$ cat config.mk
export PLATFORM = sky130hd
export DESIGN_NAME = fetch_stage
export DESIGN_NICKNAME = d
export VERILOG_FILES = /design/src/rtl/fetch_stage.sv
export SDC_FILE = /design/constraint.sdc
export NUM_CORES = 1
export LEC_CHECK = 0
export BUFFER_PORTS_ARGS = -buffer_cell sky130_fd_sc_hd__buf_2
export CAP_MARGIN = 10
export CORE_AREA = 3 3 157 159
export DETAILED_ROUTE_END_ITERATION = 8
export DIE_AREA = 0 0 160 162
export PLACE_DENSITY = 0.52
export SETUP_SLACK_MARGIN = 0.05
export SKIP_LAST_GASP = 1
export SLEW_MARGIN = 20
export SYNTH_ARGS = -nofsm -noshare
export SYNTH_HDL_FRONTEND = slang
export SYNTH_SLANG_ARGS = --single-unit
$ cat constraint.sdc
create_clock -name clk -period 4.8 [get_ports clk]
set_input_delay 0.48 -clock clk [delete_from_list [all_inputs] [get_ports clk]]
set_output_delay 0.48 -clock clk [all_outputs]
set_load 0.01 [all_outputs]
$ cat src/rtl/fetch_stage.sv
// fetch_stage: MIPS IF stage with PC register, redirect handling and IF/ID pipeline register.
// Optional performance counters are enabled by defining FETCH_PERF_EN.
module fetch_stage #(
    parameter logic [31:0] RESET_PC = 32'h00000000,
    parameter int          IMEM_AW  = 10
) (
    input  logic               clk,
    input  logic               rst,
    input  logic               stallF,
    input  logic               flushD,
    input  logic               branch_taken,
    input  logic [31:0]        branch_target,
    input  logic               jump,
    input  logic [31:0]        jump_target,
    output logic [IMEM_AW-1:0] imem_addr,
    input  logic [31:0]        imem_rdata,
    output logic [31:0]        pcF,
    output logic [31:0]        instructionD,
    output logic [31:0]        pc_4D,
    output logic               validD,
    output logic               misalign_err
`ifdef FETCH_PERF_EN
    ,
    output logic [31:0]        perf_fetched,
    output logic [31:0]        perf_stalls
`endif
);
    logic        redir;
    logic [31:0] raw_tgt;
    logic [31:0] tgt;
    logic [31:0] pc_next;
    logic [31:0] pend_pc;
    logic        pend_v;

    assign redir     = branch_taken | jump;
    assign raw_tgt   = branch_taken ? branch_target : jump_target;
    assign tgt       = {raw_tgt[31:2], 2'b00};
    assign imem_addr = pcF[IMEM_AW+1:2];

    always_comb begin
        pc_next = pcF + 32'd4;
        if (stallF)
            pc_next = pcF;
        else if (redir)
            pc_next = tgt;
        else if (pend_v)
            pc_next = pend_pc;
    end

    // A redirect seen while stalled is parked until the stall releases.
    always_ff @(posedge clk or posedge rst) begin
        if (rst) begin
            pcF          <= RESET_PC;
            pend_pc      <= 32'h0;
            pend_v       <= 1'b0;
            misalign_err <= 1'b0;
        end else begin
            pcF <= pc_next;
            if (stallF && redir) begin
                pend_pc <= tgt;
                pend_v  <= 1'b1;
            end else if (!stallF) begin
                pend_v  <= 1'b0;
            end
            if (redir && raw_tgt[1:0] != 2'b00)
                misalign_err <= 1'b1;
        end
    end

    always_ff @(posedge clk or posedge rst) begin
        if (rst) begin
            instructionD <= 32'h0;
            pc_4D        <= 32'h0;
            validD       <= 1'b0;
        end else if (flushD) begin
            instructionD <= 32'h0;
            pc_4D        <= 32'h0;
            validD       <= 1'b0;
        end else if (!stallF) begin
            instructionD <= imem_rdata;
            pc_4D        <= pcF + 32'd4;
            validD       <= 1'b1;
        end
    end

`ifdef FETCH_PERF_EN
    always_ff @(posedge clk or posedge rst) begin
        if (rst) begin
            perf_fetched <= 32'h0;
            perf_stalls  <= 32'h0;
        end else begin
            if (!stallF && !flushD)
                perf_fetched <= perf_fetched + 32'd1;
            if (stallF)
                perf_stalls <= perf_stalls + 32'd1;
        end
    end
`endif
endmodule

* Word level (Yosys, flattened, before mapping)
Cells that the tools add are included.
** Word-level totals
- Logic and storage cells :: 25
- Bits of input ports :: 102
- Output and inout port bits :: 108
- Register bits :: 129
** Cells by class
- Eq/ne operators :: 2
- Muxes and demuxes :: 11
- Reduce and logical (&&, ||, !) cells :: 3
- Bitwise gates (word level) :: 1
- $add $sub $neg :: 1
** Operator list (count)
- two-way mux 32 bit :: 7
- adder 32 x 3 -> 32 bit, second input constant :: 1
- two-way mux 1 bit :: 4
- inequality test 2 x 1 -> 1 bit, second input constant :: 2
- logical AND 1 bit :: 2
- nonzero test 2 bit :: 1
- OR 1 bit :: 1

* Longest topological paths before layout
Gate-level depths: netlist (run 1).
- Depth after elaboration :: 3
- Gate-level depth with buffers :: 8
- Gate-level depth less buffers :: 6

* Worst setup path after synthesis (run 1)
No wires, ideal clock.
- Path type :: reg-to-reg
- From :: reg pcF[2]
- To :: reg pcF[20]
- Data required time :: 4.718 ns
- Clock period less this slack :: 1.994 ns
- Library setup time :: 0.082 ns
- Path slack :: 2.806 ns
- Stages on the path, launching flop included :: 7
- Buffers on the path :: 0
- Data arrival time :: 1.911 ns
- Cell sequence :: dfrtp_1 -> ha_1 -> nand3_2 -> nor4_4 -> nand4_2 -> o31a_1 -> o22ai_1
** Between the ends
- Word-level cells in the longest chain between the ends :: 3
** RTL lines
- start, declared :: RTL line 17 : output logic [31:0] pcF,
- start signal, assigned :: RTL line 58 : pcF <= pc_next;
- adder 32 x 3 -> 32 bit :: RTL line 41 : pc_next = pcF + 32'd4;
- two-way mux 32 bit :: RTL line 46 : else if (pend_v)
- two-way mux 32 bit :: RTL line 44 : else if (redir)
Every way passes these cells.
A chain may end at the register's enable or synchronous reset.

* Final worst setup path (run 1)
Same ends and word-level chain as after synthesis.

==> results of run 1 <==
-- sequential cells by signal, summed over array words and instances (netlist names) --
| register | flops |
|---|---|
| pc_4D | 31 |
| pcF | 30 |
| misalign_err | 1 |
| instructionD | 32 |
| validD | 1 |
| pend_pc | 30 |
| pend_v | 1 |
-- synth_stat cells, drive strengths merged (7+ instances only) --
cell type / instances / area share (%)
inv: 19 / 1.1
o21ai: 45 / 3.3
a221oi: 11 / 1.4
dfrtp: 126 / 47
nand2: 72 / 4.0
nand3b: 7 / 0.78
nor2: 72 / 4.0
nand4: 14 / 1.7
a21oi: 40 / 3.0
o22ai: 7 / 0.65
mux2i: 66 / 9.8
buf: 32 / 2.7
o31a: 9 / 1.2
nand3: 13 / 1.1
xnor2: 17 / 2.2
clkbuf: 37 / 2.1
xor2: 9 / 1.2
a211oi: 19 / 2.1
-- where the power goes --
part	switching, uW	total (uW)	internal [uW]
sequential	113	1280	1170
combinational	328	557	229
clock	507	1390	885
total	948	3230	2280
-- per-layer routing --
layer	share of wire [%]	vias to the layer above
met4	1.3	0
met5	0	-
met1	43	2883
met3	5.6	19
met2	50	175
li1	-	2848
-- how the worst min path moves through the flow --
stage | slack (ns) | from | cells after the start | to
5_1_grt | 0.26 | rst | 2 | pc_4D[11]$_DFFE_PP0P_
6_report | 0.21 | rst | 2 | pc_4D[4]$_DFFE_PP0P_
3_3_place_gp | 0.46 | pend_pc[27]$_DFFE_PP0P_ | 2 | pend_pc[27]$_DFFE_PP0P_
3_5_place_dp | 0.47 | pend_pc[30]$_DFFE_PP0P_ | 2 | pend_pc[30]$_DFFE_PP0P_
4_1_cts | 0.23 | rst | 2 | pc_4D[3]$_DFFE_PP0P_
2_1_floorplan | 0.44 | pend_pc[27]$_DFFE_PP0P_ | 2 | pend_pc[27]$_DFFE_PP0P_
-- worst max-delay path, cell delays in order (launching register included) --
cell     delay (ns)
dfrtp_1        0.60
ha_1           0.27
nand3_2        0.23
nor4_4         0.54
nand4_2        0.20
o31a_1         0.32
o22ai_1        0.17
-- through the flow --
step / area, um^2 / hold WS (ns) / setup slack, ns / std cells
after global placement: 7930 / 0.455 / 2.31 / 1171
after detailed placement: 7930 / 0.468 / 2.31 / 1171
final: 8560 / 0.207 / 2.37 / 1203
after floorplan: 6740 / 0.441 / 0.964 / 704
after CTS: 8560 / 0.233 / 2.37 / 1203
after global routing: 8560 / 0.258 / 2.19 / 1203
-- layout make-up --
| type | instances | area [um^2] | area share [%] |
|---|---|---|---|
| sequential | 126 | 3150 | 36.8 |
| inverter | 20 | 77.6 | 0.906 |
| clock buffer | 19 | 443 | 5.17 |
| timing repair buffer | 217 | 1110 | 13.0 |
| tap | 319 | 399 | 4.66 |
| multi-input combinational | 489 | 3190 | 37.2 |
| clock inverter | 13 | 189 | 2.21 |
-- cell usage in the layout (no fill, tap or decap), drive strengths merged, types with 6 or more instances in the layout --
master	n
a21oi	40
nor2	72
a211oi	19
mux2i	66
buf	217
a2bb2oi	6
dfrtp	126
a221oi	11
clkbuf	19
nor3	6
nand3b	7
a31oi	6
o21ai	45
nand3	13
nand4	14
inv	20
clkinv	7
nand2	72
o22ai	7
xor2	9
o31a	9
xnor2	17
and4	6
-- logic make-up (layout without fill, tap and decap cells) --
kind of cell | Yosys count | in the layout | share of synthesized area (%)
AO/OA/AOI/OAI | 180 | 180 | 17.8
other | 1 | 2 | 0.0557
XOR/XNOR | 26 | 26 | 3.38
multiplexers | 69 | 69 | 10.3
flip-flops | 126 | 126 | 46.8
AND/OR/NAND/NOR | 211 | 211 | 15.5
buffers and inverters | 89 | 269 | 5.92
adder cells (fa/ha/maj) | 1 | 1 | 0.186
==> summary.md, run 1 <==
| Metric | Value |
|---|---|
| Hold-fix buffers, CTS | `0` |
| I/O Buffers | `207` |
| Leakage | `0.00412 uW` |
| Area Overhead vs Synth | `27.1%` |
| Post-route minimum period | `2.43 ns` |
| Remaining DRCs | `0` |
| Iter 0 DRT Violations | `379` |
| Critical path destination | `pcF[20]$_DFFE_PP0N_` |
| First-pass GRT wire length | `34300 um` |
| Root Buffer | `clkbuf_16` |
| Antenna Nets Post-Route | `0` |
| Gate Count Post-Synth | `703` |
| Max-slew violations | `0` |
| Global routing's busiest layer | `met2` |
| WP data arrival | `2.76 ns` |
| Clock sinks | `126` |
| Initial antenna violation count | `0` |
| VDD IR max | `0.000205 V` |
| Fill count | `2449` |
| R2R Path Start | `pcF[2]$_DFFE_PP0N_` |
| Post-CTS resize count | `0` |
| Fin util | `36.6%` |
| Met2 Use GR | `28.6%` |
| Least-Margin Pin Slew | `0.979 ns` |
| H-tree depth | `4` |
| Clk_skew | `0.0102 ns` |
| Register area share after synthesis | `46.8%` |
| Die X | `160 um` |
| Total power | `3230 uW` |
| Reg2reg path depth | `6` |
| GPL Wtd Cong | `0.818` |
| Synthesis-stage register bit count | `126` |
| Unrepaired setup endpoints after global routing | `no` |
| DR WL/cell | `18.5 um` |
| Routed Wire Length | `22200 um` |
| GRT overflow | `0` |
| Met3 usage | `4.69%` |
| Main synth FF type | `dfrtp_1` |
| Tot GR Track Use | `17.1%` |
| Setup violations, final | `0` |
| Row cnt | `56` |
| Tightest Hold Check Type | `in -> async` |
| Final HPWL DP | `15900 um` |
| Clk buf depth | `2` |
| Reg-to-reg slack, setup | `2.37 ns` |
| Avg Cell Area, Syn | `9.58 um^2` |
| Final period utilization | `50.7%` |
| Die Area | `25900 um^2` |
| Vias in the first global route | `5819` |
| Worst-path clk slew | `0.06 ns` |
| CTS tree | `built` |
| Relative max-transition margin | `34.6%` |
| Die Height | `162 um` |
| PwrDens | `377 nW/um^2` |
| Critical Setup Path Class | `reg -> reg` |
| Critical path startpoint category | `flip-flop` |
| Post-synthesis async set-or-reset flop share | `100%` |
| Worst skew pair latency | `0.43 ns` |
| Status | `complete, no violations` |
| Post-synth EDFFs | `0` |
| YS warnings | `0` |
| Synth cell types | `63` |
| GR Layer Usage met1 | `21.9%` |
| WP data required | `5.13 ns` |
| N_diodes | `0` |
| Vias per cell | `4.93` |
| Setup TNS | `0 ns` |
| TritonRoute pass-1 iters | `5` |
| Hold Vio Cnt, Final | `0` |
| R2r endpoint | `pcF[20]$_DFFE_PP0N_` |
| Layout cells sized above 1 | `29.9%` |
| Max_cap viols | `0` |
| Core footprint | `23400 um^2` |
| FMAX | `411 MHz` |
| Initial core utilization | `28.8%` |
| CTS Buf Count | `17` |
| Vias | `5925` |
| CP Max Fanout | `9` |
| I/O Pins | `210` |
| Post-CTS Setup Bufs | `0` |
| Syn Std Cell Area | `6740 um^2` |
| CP startpoint | `pcF[2]$_DFFE_PP0N_` |
| Critical Path Sink Type | `flip-flop` |
| Nets | `974` |
| Largest net degree at the start of global routing | `73` |
No activity file was read; power rests on OpenSTA's default activity.
==> inputs of run 2 (changes only) <==
==> constraint.sdc (replaced) <==
create_clock -name clk -period 2.38 [get_ports clk]
set_input_delay 0.238 -clock clk [delete_from_list [all_inputs] [get_ports clk]]
set_output_delay 0.238 -clock clk [all_outputs]
set_load 0.01 [all_outputs]
==> run 2 against run 1 <==
Effect of this change:
- highest routed layer unchanged
- combinational power rose by 110%
- clock-buffer cell count shrank 2
- global-route usage shrank 0.073 points
- sequential share of layout area down 0.62 points
- via count grew 1.2%
- critical path depth is 1 lower
- worst hold slack worse by 0.15 ns
- critical endpoint is now pcF[26]$_DFFE_PP0N_
- power is 97% higher
- sequential power increased by 99%
- wire length shrank 1.4%
- largest power group unchanged
- maximum frequency grew 17%
==> summary.md, run 2 (synthesized netlist as in run 1, its figures left out) <==
| Metric | Value |
|---|---|
| Fin cells | `1220` |
| Vias per cell | `4.91` |
| Clock sinks | `126` |
| Hold WS | `0.0541 ns` |
| I/O Pins | `210` |
| Clock power frac | `41.2%` |
| GPL Wtd Cong | `0.846` |
| Post-route minimum period | `2.07 ns` |
| Reg-to-reg slack, setup | `0.31 ns` |
| Die Area | `25900 um^2` |
| Sequential Power Share | `40.1%` |
| Largest net degree at the start of global routing | `49` |
| Antenna Nets Post-Route | `0` |
| I/O Buffers | `207` |
| DR WL/cell | `18.0 um` |
| WP data arrival | `2.40 ns` |
| Routed Wire Length | `21900 um` |
| N_diodes | `0` |
| Tightest Hold Check Type | `in -> reg` |
| Pre-CTS WS | `0.358 ns` |
| Placed Instances | `1187` |
| Vias in the first global route | `5897` |
| Initial core utilization | `28.8%` |
| Total net switching power | `1960 uW` |
| Net Sw Frac | `30.8%` |
| Placed cell area | `8120 um^2` |
| Die Height | `162 um` |
| Nets | `991` |
| Row cnt | `56` |
| H-tree depth | `4` |
| Remaining DRCs | `0` |
| Flip-flop count of the largest register after layout | `32` |
| CP Max Fanout | `9` |
| Final instance area | `8710 um^2` |
| Commonest non-fill, non-tap cell in the layout | `buf_2` |
| Status | `complete, no violations` |
| Tot GR Track Use | `17.0%` |
| Clk_skew | `0.0139 ns` |
| Biggest register | `instructionD` |
| Layout cells sized above 1 | `31.2%` |
| Gate power share | `18.7%` |
| Relative max-transition margin | `58.2%` |
| Root Buffer | `clkbuf_16` |
| TritonRoute pass-1 iters | `5` |
| Vias | `5995` |
| CTS tree | `built` |
| GRT overflow | `0` |
| Area Overhead vs Synth | `29.3%` |
| Most frequent cells in the layout | `buf_2, dfrtp_1, nand2_1, nor2_1, mux2i_1` |
| WP data required | `2.71 ns` |
| Leakage | `0.00420 uW` |
| VDD IR max | `0.000405 V` |
| Setup TNS | `0 ns` |
| Die X | `160 um` |
| Unrepaired setup endpoints after global routing | `no` |
| Iter 0 DRT Violations | `434` |
| Max_cap viols | `0` |
| First-pass GRT wire length | `34400 um` |
| Critical Path Sink Type | `flip-flop` |
| Max-slew violations | `0` |
| CTS Buf Count | `17` |
| Worst skew pair latency | `0.42 ns` |
| Least-Margin Pin Slew | `0.626 ns` |
| Final period utilization | `87.1%` |
| Critical path startpoint category | `flip-flop` |
| PwrDens | `730 nW/um^2` |
| FMAX | `482 MHz` |
| Worst-path clk slew | `0.06 ns` |
| Setup violations, final | `0` |
| Initial antenna violation count | `0` |
| Core footprint | `23400 um^2` |
| Final worst setup slack | `0.306 ns` |
| Biggest regs | `instructionD x32, pc_4D x31` |
| Hold Vio Cnt, Final | `0` |
| Critical Setup Path Class | `reg -> reg` |
| Clk buf depth | `2` |
| P_int | `4400 uW` |
| Final HPWL DP | `16300 um` |
==> run 2: cell count changes in the layout (fill, tap and decap cells not counted), sizes merged <==
cell | before | now
buf | 217 | 233
bufinv | 4 | 2
clkbuf | 19 | 17
clkinv | 7 | 8
clkinvlp | 2 | 3
dlygate4sd3 | 0 | 1
inv | 20 | 22
==> run 2: metrics by stage <==
stage | util (%) | power [uW]
final | 37.2 | 6360
after global routing | 37.2 | 6700
after CTS | 37.2 | 6450
after detailed placement | 34.7 | 3790
after global placement | 34.7 | 3790
after floorplan | - | 3270
==> run 2: metal layers <==
layer / GRT usage (%) / vias up / wire length [um]
met1: 22.0 / 2936 / 9510
met2: 28.4 / 162 / 11000
met5: 0 / - / 0
met3: 4.72 / 17 / 1180
li1: - / 2880 / -
met4: 4.02 / 0 / 237
==> run 2: worst max-delay path: stages (launching register included) <==
cell and delay [ns]:
dfrtp_1 0.50, and4_1 0.31, and4_1 0.40, nand4_1 0.28
o31a_1 0.35, o22ai_1 0.14
==> run 2: what timing repair did <==
action / 4_1_cts / 5_1_grt
buffers inserted: 0 / 0
hold buffers: 1 / 0
gates resized for setup: 0 / 0
endpoints found under the hold margin: 23 / 0
setup endpoints to repair: 0 / 0
==> run 2: area by class of cell <==
| class | instances | area [um^2] |
|---|---|---|
| clock buffers | 17 | 425 |
| clock inverters | 15 | 160 |
| fillers | 2454 | 14700 |
| inverters | 20 | 78.8 |
| multi-input cells | 489 | 3190 |
| flip-flops and latches | 126 | 3150 |
| well taps | 319 | 399 |
| repair buffers | 234 | 1310 |
==> run 2: final timing paths <==
check | depth (start not counted) | to | from
min in group asynchronous | 3 | instructionD[6]$_DFFE_PP0P_ | rst
min | 3 | instructionD[0]$_DFFE_PP0P_ | imem_rdata[0]
max in group asynchronous | 4 | pend_pc[24]$_DFFE_PP0P_ | rst
max reg2reg | 5 | pcF[26]$_DFFE_PP0N_ | pcF[11]$_DFFE_PP0N_
max | 5 | pcF[26]$_DFFE_PP0N_ | pcF[11]$_DFFE_PP0N_
min reg2reg | 2 | pend_pc[30]$_DFFE_PP0P_ | pend_pc[30]$_DFFE_PP0P_
==> run 2: power by group through the flow <==
stage / logic, uW / registers (uW) / clock network (uW)
2_1_floorplan: 667 / 2600 / 0
3_3_place_gp: 1210 / 2580 / 0
3_5_place_dp: 1210 / 2580 / 0
4_1_cts: 1220 / 2550 / 2680
5_1_grt: 1330 / 2590 / 2790
6_report: 1190 / 2550 / 2620
==> inputs of run 3 (changes only) <==
--- a/config.mk
+++ b/config.mk
@@ -7,10 +7,10 @@
 export LEC_CHECK = 0
 export BUFFER_PORTS_ARGS = -buffer_cell sky130_fd_sc_hd__buf_2
 export CAP_MARGIN = 10
-export CORE_AREA = 3 3 157 159
+export CORE_AREA = 3 3 169 171
 export DETAILED_ROUTE_END_ITERATION = 8
-export DIE_AREA = 0 0 160 162
-export PLACE_DENSITY = 0.52
+export DIE_AREA = 0 0 172 174
+export PLACE_DENSITY = 0.46
 export SETUP_SLACK_MARGIN = 0.05
 export SKIP_LAST_GASP = 1
 export SLEW_MARGIN = 20
==> run 3 against run 2 <==
Effect of this change:
- non-clock buffer count up 4
- global-route usage is 1.3 points lower
- maximum frequency shrank 3.6%
- sequential share of layout area fell by 0.28 points
- first-iteration DRC count fell by 18%
- worst hold slack lost 0.0091 ns
- clock-buffer cell count increased by 2
- sequential power barely moved
- worst setup slack got worse by 0.077 ns
- final cell count is 2.2% higher
- critical path type unchanged
- critical endpoint is now pcF[24]$_DFFE_PP0N_
- highest routed layer unchanged
==> summary.md, run 3 (synthesized netlist as in run 1, its figures left out) <==
| Metric | Value |
|---|---|
| Post-route minimum period | `2.15 ns` |
| Vias | `5978` |
| Final period utilization | `90.4%` |
| Sequential Power Share | `38.7%` |
| PwrDens | `752 nW/um^2` |
| Unrepaired setup endpoints after global routing | `no` |
| CP Max Fanout | `8` |
| Hold WS | `0.0451 ns` |
| Worst-path clk slew | `0.06 ns` |
| Total net switching power | `1970 uW` |
| Hold Vio Cnt, Final | `0` |
| Root Buffer | `clkbuf_16` |
| FMAX | `465 MHz` |
| Row cnt | `60` |
| Critical Path Sink Type | `flip-flop` |
| Post-CTS resize count | `0` |
| GR Layer Usage met1 | `19.7%` |
| Initial core utilization | `24.9%` |
| Die X | `172 um` |
| Die Height | `174 um` |
| Fill count | `2881` |
| Biggest regs | `instructionD x32, pc_4D x31` |
| Vias in the first global route | `6045` |
| Fin util | `32.5%` |
| Reg-to-reg slack, setup | `0.23 ns` |
| WHS Path Cells | `3` |
| Biggest register | `instructionD` |
| GPL Wtd Cong | `0.797` |
| Met3 usage | `3.93%` |
| Max-slew violations | `0` |
| CTS tree | `built` |
| Tightest Hold Check Type | `in -> reg` |
| I/O Pins | `210` |
| Setup violations, final | `0` |
| Worst skew pair latency | `0.43 ns` |
| Tot GR Track Use | `15.7%` |
| Layout cells sized above 1 | `31.4%` |
| Leakage | `0.00421 uW` |
| Status | `complete, no violations` |
| Area Overhead vs Synth | `30.3%` |
| Clk buf depth | `2` |
| Final HPWL DP | `17400 um` |
| Critical path startpoint category | `flip-flop` |
| Commonest non-fill, non-tap cell in the layout | `buf_2` |
| Nets | `995` |
| R2r endpoint | `pcF[24]$_DFFE_PP0N_` |
| Clock power frac | `43.1%` |
| Most frequent cells in the layout | `buf_2, dfrtp_1, nand2_1, nor2_1, mux2i_1` |
| Final instance area | `8780 um^2` |
| H-tree depth | `4` |
| Gate power share | `18.2%` |
| Placed cell area | `8130 um^2` |
| WP data arrival | `2.49 ns` |
| First-pass GRT wire length | `36000 um` |
| Largest net degree at the start of global routing | `64` |
| Reg2reg path depth | `6` |
| Remaining DRCs | `0` |
| Clk_skew | `0.0134 ns` |
| VDD IR max | `0.000374 V` |
| GRT overflow | `0` |
| WP data required | `2.72 ns` |
| CP startpoint | `pcF[3]$_DFFE_PP0N_` |
| P_int | `4630 uW` |
| R2R Path Start | `pcF[3]$_DFFE_PP0N_` |
| Met2 Use GR | `26.7%` |
| CTS Buf Count | `17` |
| Antenna Nets Post-Route | `0` |
| Global routing's busiest layer | `met2` |
| Clock sinks | `126` |
| Routed Wire Length | `23400 um` |
| Hold Path End | `instructionD[31]$_DFFE_PP0P_` |
| Max_cap viols | `0` |
| Hold Crit Start | `imem_rdata[31]` |
| DR WL/cell | `18.8 um` |
| Initial antenna violation count | `1` |
| Relative max-transition margin | `51.9%` |
| I/O Buffers | `207` |
| Net Sw Frac | `29.9%` |
| Die Area | `29900 um^2` |
| TritonRoute pass-1 iters | `5` |
| Vias per cell | `4.79` |
| Iter 0 DRT Violations | `356` |
| Critical Setup Path Class | `reg -> reg` |
| Flip-flop count of the largest register after layout | `32` |
| Least-Margin Pin Slew | `0.720 ns` |
| Setup TNS | `0 ns` |
| Core footprint | `27000 um^2` |
-- run 3: changes by cell type in the layout (fill, tap and decap cells not counted), sizes merged --
cell	previous run	this run
buf	233	237
bufinv	2	4
clkbuf	17	19
clkinv	8	4
clkinvlp	3	6
diode	0	1
inv	22	19
-- run 3: worst max path at each step --
stage / endpoint / slack (ns) / cells past startpoint
2_1_floorplan: pcF[20]$_DFFE_PP0N_ / 0.39 / 6
3_3_place_gp: pcF[20]$_DFFE_PP0N_ / 0.30 / 6
3_5_place_dp: pcF[20]$_DFFE_PP0N_ / 0.22 / 6
4_1_cts: pcF[20]$_DFFE_PP0N_ / 0.21 / 6
5_1_grt: pcF[24]$_DFFE_PP0N_ / 0.08 / 6
6_report: pcF[24]$_DFFE_PP0N_ / 0.23 / 6
-- run 3: power groups by stage --
stage                     clock network [uW]  logic [uW]  registers, uW
after CTS                               2900        1230           2550
after global placement                     0        1220           2590
final                                   2850        1200           2550
after detailed placement                   0        1220           2590
after floorplan                            0         667           2600
after global routing                    3010        1340           2580
-- run 3: worst max-delay path, cell delays in order (launching register included) --
cell and delay (ns):
dfrtp_1 0.47, ha_1 0.24, nand3_2 0.24, nor3_2 0.43, nand3_1 0.22, o31a_1 0.32, o22ai_1 0.14
-- run 3: area by class of cell --
cell class / instances / area [um^2] / share of cell area, %
sequential: 126 / 3150 / 35.9
clock buffer: 19 / 443 / 5.04
clock inverter: 13 / 189 / 2.15
antenna: 1 / 2.50 / 0.0285
multi-input combinational: 489 / 3190 / 36.3
timing repair buffer: 238 / 1300 / 14.8
inverter: 20 / 78.8 / 0.898
tap: 341 / 427 / 4.86
-- run 3: per-stage QoR --
step	power, uW	setup slack [ns]	std cells
finish	6600	0.229	1247
global route	6930	0.0822	1247
CTS	6680	0.209	1245
detailed placement	3820	0.225	1212
global placement	3810	0.299	1212
floorplan	3270	0.386	704
-- run 3: what timing repair did --
| item | 4_1_cts | 5_1_grt |
|---|---|---|
| buffers inserted | 0 | 1 |
| endpoints found under the setup margin | 0 | 1 |
| hold endpoints to repair | 15 | 0 |
| hold buffers | 1 | 0 |
-- run 3: per-layer routing --
metal	part of all wire [%]	up-vias
met1	42	2894
met5	0	-
met4	1.6	0
met2	50	169
met3	5.9	20
li1	-	2895
